===== config.mk =====
export PLATFORM = sky130hd
export DESIGN_NAME = fetch_stage_flat
export DESIGN_NICKNAME = d
export VERILOG_FILES = /design/src/rtl/fetch_stage_if.sv /design/src/rtl/fetch_stage.sv /design/src/flat_wrapper.sv
export SDC_FILE = /design/constraint.sdc
export NUM_CORES = 1
export LEC_CHECK = 0
export ABC_AREA = 1
export CAP_MARGIN = 20
export CORE_AREA = 4 4 132 121
export CTS_CLUSTER_SIZE = 12
export DETAILED_ROUTE_END_ITERATION = 6
export DIE_AREA = 0 0 136 125
export GPL_ROUTABILITY_DRIVEN = 0
export GPL_TIMING_DRIVEN = 0
export PLACE_DENSITY = 0.74
export RECOVER_POWER = 50
export SKIP_CTS_REPAIR_TIMING = 1
export SYNTH_ARGS = -nofsm -noshare
export SYNTH_HDL_FRONTEND = slang
export SYNTH_SLANG_ARGS = --single-unit

===== constraint.sdc =====
create_clock -name clk -period 1.9 [get_ports clk]
set_input_delay 0.19 -clock clk [delete_from_list [all_inputs] [get_ports clk]]
set_output_delay 0.19 -clock clk [all_outputs]
set_load 0.03 [all_outputs]

===== src/rtl/fetch_stage_if.sv =====
`default_nettype none
// ============================================================================
//  Module   : fetch_stage_if
//  Purpose  : Instruction-memory bus between the fetch stage and the
//             instruction memory. The read is single-cycle combinational:
//             the word at i_inst_addr is presented on i_inst_rdata in the
//             same cycle, with no handshake.
//  Signals  : i_inst_addr  [31:0]  fetch address (driven by the fetch stage)
//             i_inst_rdata [31:0]  instruction word at i_inst_addr
//  Modports : master - fetch stage (drives address, reads data)
//             slave  - instruction memory (reads address, drives data)
//  Revision : 1.0  initial release
// ============================================================================
interface fetch_stage_if;
  logic [31:0] i_inst_addr;
  logic [31:0] i_inst_rdata;

  modport master (output i_inst_addr, input i_inst_rdata);
  modport slave  (input  i_inst_addr, output i_inst_rdata);
endinterface
`default_nettype wire


===== src/rtl/fetch_stage.sv =====
`default_nettype none
// ============================================================================
//  Module   : fetch_stage
//  Purpose  : Fetch stage of the 5-stage MIPS pipeline. Holds the program
//             counter, drives the instruction-memory address and captures
//             the fetched word into the F/D pipeline register. Branches are
//             delayed: the word fetched while the branch sits in D (the delay
//             slot) enters D normally and the redirect takes effect on the
//             following fetch.
//  Params   : RESET_PC  PC loaded on reset (first fetched address)
//  Ports    : clk      pipeline clock, rising edge
//             reset    synchronous active-high reset
//             stall    freeze PC and F/D register
//             branch   redirect request from D-stage next-PC logic
//             npc      redirect target, valid when branch=1
//             d_clear  load a bubble into F/D
//             imem     instruction-memory bus (master side)
//             f_pc     current fetch PC
//             d_instr  instruction in D (0 for bubbles / misaligned fetch)
//             d_pc     PC of the instruction in D
//             d_pc4    d_pc + 4
//             d_valid  D holds a real instruction
//             d_adel   D instruction came from a misaligned fetch address
//  Revision : 1.0  initial release
// ============================================================================
module fetch_stage #(
  parameter logic [31:0] RESET_PC = 32'h00003000
) (
  input  wire logic        clk,
  input  wire logic        reset,
  input  wire logic        stall,
  input  wire logic        branch,
  input  wire logic [31:0] npc,
  input  wire logic        d_clear,
  fetch_stage_if.master    imem,
  output logic      [31:0] f_pc,
  output logic      [31:0] d_instr,
  output logic      [31:0] d_pc,
  output logic      [31:0] d_pc4,
  output logic             d_valid,
  output logic             d_adel
);

  localparam logic [31:0] c_pc_step = 32'd4;
  localparam logic [31:0] c_nop     = 32'h0000_0000;

  logic [31:0] r_f_pc;
  logic [31:0] r_d_instr;
  logic [31:0] r_d_pc;
  logic [31:0] r_d_pc4;
  logic        r_d_valid;
  logic        r_d_adel;

  logic [31:0] w_f_pc4;
  logic [31:0] w_next_pc;
  logic        w_misaligned;

  // Sequential increment wraps naturally modulo 2^32.
  assign w_f_pc4      = r_f_pc + c_pc_step;
  // npc is taken as-is; a misaligned target is fetched and flagged in D.
  assign w_next_pc    = branch ? npc : w_f_pc4;
  assign w_misaligned = |r_f_pc[1:0];

  always_ff @(posedge clk) begin
    if (reset) begin
      r_f_pc    <= RESET_PC;
      r_d_instr <= c_nop;
      r_d_pc    <= 32'h0;
      r_d_pc4   <= 32'h0;
      r_d_valid <= 1'b0;
      r_d_adel  <= 1'b0;
    end else if (!stall) begin
      // PC advances whether or not D is being flushed.
      r_f_pc  <= w_next_pc;
      r_d_pc  <= r_f_pc;
      r_d_pc4 <= w_f_pc4;
      if (d_clear) begin
        r_d_instr <= c_nop;
        r_d_valid <= 1'b0;
        r_d_adel  <= 1'b0;
      end else begin
        // A misaligned fetch still occupies D as a valid slot so the
        // address-error exception can be raised against it; the word
        // itself is replaced by a nop.
        r_d_instr <= w_misaligned ? c_nop : imem.i_inst_rdata;
        r_d_valid <= 1'b1;
        r_d_adel  <= w_misaligned;
      end
    end
  end

  assign imem.i_inst_addr = r_f_pc;
  assign f_pc             = r_f_pc;
  assign d_instr          = r_d_instr;
  assign d_pc             = r_d_pc;
  assign d_pc4            = r_d_pc4;
  assign d_valid          = r_d_valid;
  assign d_adel           = r_d_adel;

endmodule
`default_nettype wire


===== src/flat_wrapper.sv =====
// flat-port wrapper written by rule: the top's interface ports become plain ports
module fetch_stage_flat 
#(
  parameter logic [31:0] RESET_PC = 32'h00003000
)
  (clk, reset, stall, branch, npc, d_clear, f_pc, d_instr, d_pc, d_pc4, d_valid, d_adel, imem_i_inst_addr, imem_i_inst_rdata);
  fetch_stage_if imem_i ();
  input  wire logic clk;
  input  wire logic reset;
  input  wire logic stall;
  input  wire logic branch;
  input  wire logic [31:0] npc;
  input  wire logic d_clear;
  output logic      [31:0] f_pc;
  output logic      [31:0] d_instr;
  output logic      [31:0] d_pc;
  output logic      [31:0] d_pc4;
  output logic d_valid;
  output logic d_adel;
  output wire logic [$bits(imem_i.i_inst_addr)-1:0] imem_i_inst_addr;
  input wire logic [$bits(imem_i.i_inst_rdata)-1:0] imem_i_inst_rdata;
  assign imem_i_inst_addr = imem_i.i_inst_addr;
  assign imem_i.i_inst_rdata = imem_i_inst_rdata;
  fetch_stage #(.RESET_PC(RESET_PC)) u_core (.clk(clk), .reset(reset), .stall(stall), .branch(branch), .npc(npc), .d_clear(d_clear), .imem(imem_i), .f_pc(f_pc), .d_instr(d_instr), .d_pc(d_pc), .d_pc4(d_pc4), .d_valid(d_valid), .d_adel(d_adel));
endmodule

Word-level counts from Yosys, hierarchy flattened
Cells that the tools add are included.

storage, ports and cells
  flip-flop bits (word level) = 130
  latch bits = 0
  memory bits (writable) = 0
  bits in read-only memories = 0
  bits of input ports = 69
  output and inout port bits = 162
  logic and storage cells = 13
  memories = 0

operators by class
  add/sub/neg operators = 1
  $mul = 0
  divide/modulo/power cells = 0
  $lt $le $gt $ge = 0
  equal/unequal tests = 0
  shifts and indexed selects = 0
  mux-type cells = 5
  bitwise logic cells = 0
  reduce and logical (&&, ||, !) cells = 1

operators with widths
  operator               count
  $mux 32                3
  $add 32x3->32 const B  1
  $mux 1                 2
  $reduce_or 2->1        1

Logic depth before layout (Yosys ltp)
  depth in word-level cells = 3
  gate-level depth with buffers = 11
  mapped depth without buffers = 11

Worst setup path after synthesis
No wires, ideal clock.

  path type = flip-flop to flip-flop
  from = reg u_core.r_f_pc[3] (netlist: u_core.f_pc[3])
  to = reg u_core.r_d_pc4[24] (netlist: u_core.d_pc4[24])
  library setup time = 0.116 ns
  arrival = 1.645 ns
  data required time = 1.784 ns
  setup slack = 0.139 ns
  stages on the path, launching flop included = 11
  buffers on the path = 0
  period minus slack after synthesis = 1.761 ns
  path through = dfxtp_1 > ha_1 > nand2_2 > nor2_4 > nand3_2 > nor2_1 > nand2_1 > nand2_1 > nand3_1 > o211ai_1 > inv_1

on the way
  longest elaborated chain between the ends = 1

RTL lines
  what                    RTL line           source
  start, declared         fetch_stage.sv:47  logic [31:0] r_f_pc;
  start signal, assigned  fetch_stage.sv:74  r_f_pc <= w_next_pc;
  $add 32x3->32           fetch_stage.sv:59  assign w_f_pc4 = r_f_pc + c_pc_step;
  end signal, assigned    fetch_stage.sv:76  r_d_pc4 <= w_f_pc4;
  end, declared           fetch_stage.sv:50  logic [31:0] r_d_pc4;

No other way between the ends.
A chain may end at the register's enable or synchronous reset.

Final worst setup path
  from = reg u_core.r_f_pc[11] (netlist: u_core.f_pc[11])
  to = out imem_i_inst_addr[11]

RTL lines
  what           RTL line            source
  end, declared  flat_wrapper.sv:20  output wire logic [$bits(imem_i.i_inst_addr)-1:0] imem_i_inst_addr;

No word-level cell between the ends.

==> results.json <==
{
  "detail_route.first_pass.iterations": 5,
  "drtAntennaViolNets": 0,
  "tns_ns": 0,
  "dp_hpwl_microns": 16000,
  "antenna_cells": 0,
  "yosysMostFrequentCell": "nand2_1",
  "ys_async_sr_fraction_pct": 0,
  "rows": 42,
  "rsz0062_at_grt": "no",
  "ff_latch_area_sq_um": 2570,
  "status": "complete, no violations",
  "ys_top_cells_by_count": "155 x nand2_1, 128 x dfxtp_1, 105 x a21oi_1",
  "start_util_pct": 39.5,
  "critPathLaunchType": "register",
  "grt_max_degree": 17,
  "worstMarginPinSlew_ns": 0.711,
  "finalCritPeriodShare_pct": 97.1,
  "finalNetCount": 1109,
  "slew_headroom_pct": 52.6,
  "wl_per_cell_microns": 17.0,
  "setup_viol": 0,
  "path_clk_slew_ns": 0.06,
  "grt_pass1_vias": 6025,
  "io_buffers": 228,
  "coreArea_sq_um": 14600,
  "vias": 6294,
  "ys_seq_area_share_pct": 44.5,
  "synth_top_cell_area_share_pct": 44.5,
  "wl_microns": 21200,
  "syn_avg_cell_area_sq_um": 7.27,
  "synth_area_sq_um": 5760,
  "multi_input_area_sq_um": 2480,
  "hold_viol_final": 0,
  "slew_violations": 0,
  "fin_worst_skew_ns": 0.00897,
  "ctsHtreeMaxLevel": 4,
  "fin_ws_ns": 0.0560,
  "cts.sinks": 128,
  "cp.required_ns": 1.71,
  "drive_above_1_share_pct": 10.7,
  "fp.dieW_microns": 136,
  "synth.distinct_cells": 30,
  "drcViolationCount": 0,
  "area_growth_pct": 55.0,
  "cts-root-buf": "clkbuf_16",
  "clock_latency_ns": 0.42,
  "grt_usage_pct": 24.5,
  "synth_top_flop_cell": "dfxtp_1",
  "ys_seq_elements": 128,
  "die_h_microns": 125,
  "vias_per_cell": 5.04,
  "cts_tree": "yes",
  "preCtsSetupSlack_ns": -0.410,
  "postSynthNetCount": 862,
  "antenna_found_initial": 0,
  "synth.largest_area_cell": "dfxtp_1",
  "arrival_ns": 1.65,
  "fill_cells": 1356,
  "whs_ns": 0.127,
  "clk_path_buf_depth": 2,
  "crit_fanout": 5,
  "overflow": 0,
  "hp-class": "input port to register",
  "grt_pass1_wl_microns": 32400,
  "power_mw": 8.32,
  "worstSetupEndpointType": "output port",
  "numCtsBuffers": 17,
  "io_pins": 231,
  "fmax_mhz": 542,
  "leakagePower_nw": 3.79,
  "postSynthCellCount": 792,
  "fin_crit_ns": 1.84,
  "synth_edf_count": 0,
  "drv_cap": 0,
  "critical_path_class": "register to output port",
  "die_area_sq_um": 17000,
  "ys_top_cells_by_area": "dfxtp_1 45%, nand2_1 10%, a21oi_1 9.1%, nand3_1 5.8%, o21ai_0 5.5%",
  "ys_warn_count": 0,
  "ir_drop_mv": 0.649,
  "finish.utilization_pct": 61.3,
  "drt-initial-drc-count": 456,
  "p_per_area_nw_per_um2": 933
}
[state kept, by name (all words and copies together), names as in the netlist]
register        cells
u_core.d_pc        30
u_core.d_adel       1
u_core.d_instr     32
u_core.d_pc4       32
u_core.f_pc        32
u_core.d_valid      1
[kinds of logic (layout without fill, tap and decap cells)]
logic type	count (synthesis)	in the layout	share of synthesized area (%)
buf+inv	154	414	12.7
simple gates	311	311	23.7
xor+xnor	10	10	1.52
fa+ha+maj	1	1	0.217
flops	128	128	44.5
compound gates	188	188	17.4
[per-stage QoR]
step,cell area [sq um],cells
4_1_cts,8970,1250
6_report,8920,1250
5_1_grt,8920,1250
3_3_place_gp,8290,1218
2_1_floorplan,5760,792
3_5_place_dp,8290,1218
[cells in the final DEF (no fill, tap or decap), types with 3 or more instances in the layout]
| master | n |
|---|---|
| a21oi_1 | 105 |
| buf_1 | 3 |
| buf_4 | 37 |
| bufinv_16 | 6 |
| clkbuf_1 | 49 |
| clkbuf_16 | 17 |
| clkdlybuf4s50_1 | 120 |
| clkinvlp_4 | 4 |
| dfxtp_1 | 119 |
| dfxtp_2 | 9 |
| dlygate4sd3_1 | 95 |
| inv_1 | 71 |
| nand2_1 | 155 |
| nand2_2 | 6 |
| nand3_1 | 66 |
| nand3_2 | 4 |
| nor2_1 | 56 |
| nor2_2 | 6 |
| nor2_4 | 6 |
| nor3_1 | 3 |
| o211ai_1 | 6 |
| o21ai_0 | 63 |
| o221ai_1 | 9 |
| or2_2 | 6 |
| xor2_1 | 9 |
[metal layers]
metal  wire length [microns]  share of wire [%]  up-vias  track usage (%)
li1                        -                  -     3055                -
met5                       0                  0        -                0
met4                     474                2.2        0             8.48
met2                   10000                 47      292             41.0
met1                    8380                 39     2912             28.5
met3                    2380                 11       35             9.40
[where the power goes]
| group | leakage, nW | internal [mW] | switching, mW |
|---|---|---|---|
| combinational | 2.42 | 0.612 | 0.926 |
| sequential | 1.05 | 2.85 | 0.149 |
| clock | 0.322 | 2.53 | 1.26 |
[cell type report]
class	instances	area share, %
inverters	73	3.07
clock buffers	19	5.08
plain buffers	81	5.11
well taps	198	2.78
multi-input cells	510	27.8
flip-flops and latches	128	28.9
repair buffers	228	24.7
clock inverters	13	2.61
[critical path: stages (launching register included)]
cell             delay (ns)
dfxtp_1                0.43
buf_4                  0.14
clkdlybuf4s50_1        0.65
[final timing paths]
| path | start | to | slack (ns) | cells after the start |
|---|---|---|---|---|
| setup / recovery | u_core.f_pc[11] | imem_i_inst_addr[11] | 0.06 | 2 |
| setup reg to reg | u_core.f_pc[2] | u_core.d_pc4[24] | 0.12 | 10 |
| hold / removal | branch | u_core.f_pc[25] | 0.13 | 3 |
| hold reg to reg | u_core.d_pc4[14] | u_core.d_pc4[14] | 0.46 | 2 |
Note: power is estimated with default switching activity, not from simulation.
==> RTL change: new RTL, config.mk and constraints unchanged <==
`RESET_PC` is set to 32'h00003000 in 2 places; all go to 32'h00001800.
--- a/src/rtl/fetch_stage.sv
+++ b/src/rtl/fetch_stage.sv
@@ -24,7 +24,7 @@
 //  Revision : 1.0  initial release
 // ============================================================================
 module fetch_stage #(
-  parameter logic [31:0] RESET_PC = 32'h00003000
+  parameter logic [31:0] RESET_PC = 32'h00001800
 ) (
   input  wire logic        clk,
   input  wire logic        reset,
--- a/src/flat_wrapper.sv
+++ b/src/flat_wrapper.sv
@@ -1,7 +1,7 @@
 // flat-port wrapper written by rule: the top's interface ports become plain ports
 module fetch_stage_flat 
 #(
-  parameter logic [31:0] RESET_PC = 32'h00003000
+  parameter logic [31:0] RESET_PC = 32'h00001800
 )
   (clk, reset, stall, branch, npc, d_clear, f_pc, d_instr, d_pc, d_pc4, d_valid, d_adel, imem_i_inst_addr, imem_i_inst_rdata);
   fetch_stage_if imem_i ();
Function: changed (a bounded check fails within 4 cycles, from zero or initial values and one cycle with reset high).
==> RTL change against the unedited design <==
- clock power is 7.1% lower
- wire length is 0.17% higher
- synthesized cell count is 0.63% higher
- cell area is 0.55% higher
- first-iteration DRC count is 4.6% higher
- non-clock buffer count is 2 higher
- sequential cell count stayed put
- worst hold slack better by 0.20 ns
- count of clock-buffer cells in the layout stayed put
- synthesized area is 1.2% higher
- critical path type unchanged
- setup slack worse by 0.0046 ns
- total power is 2.6% lower
==> RTL change: results (changes against the unedited design) <==
* Worst Hold End: u_core.f_pc[28] (was u_core.f_pc[25])
* Syn nets at 867 (was 862)
* Worst Tran Pin Value at 0.660 ns (was 0.711 ns)
* Crit path from: u_core.f_pc[10] (was u_core.f_pc[11])
* Top cells by count, synth: nand2_1 (154), dfxtp_1 (128), a21oi_1 (103), inv_1 (70), nand3_1 (66) (was nand2_1 (155), dfxtp_1 (128), a21oi_1 (105), inv_1 (71), nand3_1 (67))
* GR Util met2 at 38.2% (was 41.0%)
* Synth cell types at 31 (was 30)
* XOR/XNOR share of the synthesized area at 1.50% (was 1.52%)
* Reg2Reg Capture Point: u_core.f_pc[18] (was u_core.d_pc4[24])
* M1 GR Usage at 32.5% (was 28.5%)
* Share of cells above drive strength 1 at 11.5% (was 10.7%)
* Met1 WL at 9080 um (was 8380 um)
* Hold Slack at 0.323 ns (was 0.127 ns)
* Hold_sp: npc[28] (was branch)
* Hpwl dp at 15900 um (was 16000 um)
* DR WL met3 at 1980 um (was 2380 um)
* Worst Skew at 0.00762 ns (was 0.00897 ns)
* Seq/Total Area, Yosys at 44.0% (was 44.5%)
* R2r setup slk at 0.08 ns (was 0.12 ns)
* LEAKAGE at 0.00353 uW (was 0.00379 uW)
* Crit path capture: imem_i_inst_addr[10] (was imem_i_inst_addr[11])
* Nets at 1115 (was 1109)
* Status: finished, final reports clean (unchanged)
* Area after DPL at 0.00836 sq mm (was 0.00829 sq mm)
* Antenna violations before repair at 1 (was 0)
* Total track usage at 24.5% (about the same)
* FILL cells at 1360 (was 1356)
* Initial DRC Count at 477 (was 456)
* Maximum VDD drop at 0.602 mV (was 0.649 mV)
* Post-Synth Adder-Cell Area at 0.215% (was 0.217%)
[RTL change: area by class of cell]
type                    count  area [sq um]  share of cell area, %
inverters                  71           267                   2.97
multi-input cells         516          2550                   28.5
well taps                 198           248                   2.76
diodes                      1          2.50                 0.0279
clock inverters            13           186                   2.08
clock buffers              19           453                   5.05
repair buffers            229          2220                   24.7
flip-flops and latches    128          2580                   28.8
plain buffers              82           457                   5.09
[RTL change: stage by stage]
stage               utilization [%]  cells  total power (uW)  setup TNS (ns)  setup slack (ns)
finish                         61.6   1257              8100               0            0.0514
global route                   61.6   1257              8380         -0.0217           -0.0157
CTS                            61.8   1255              8150          -0.580           -0.0824
detailed placement             57.4   1223              4640               0           0.00458
global placement               57.4   1223              4630               0            0.0340
floorplan                         -    797              3910               0             0.142
[RTL change: power by group]
group          internal, uW  switching (uW)
Clock                  2260            1260
Combinational           652             926
Sequential             2850             159
Total                  5760            2340
[RTL change: critical path: cells and delay by family (launching register included)]
family / cells / cell delay (ns)
buffers and inverters: 2 / 0.80
DFF: 1 / 0.44
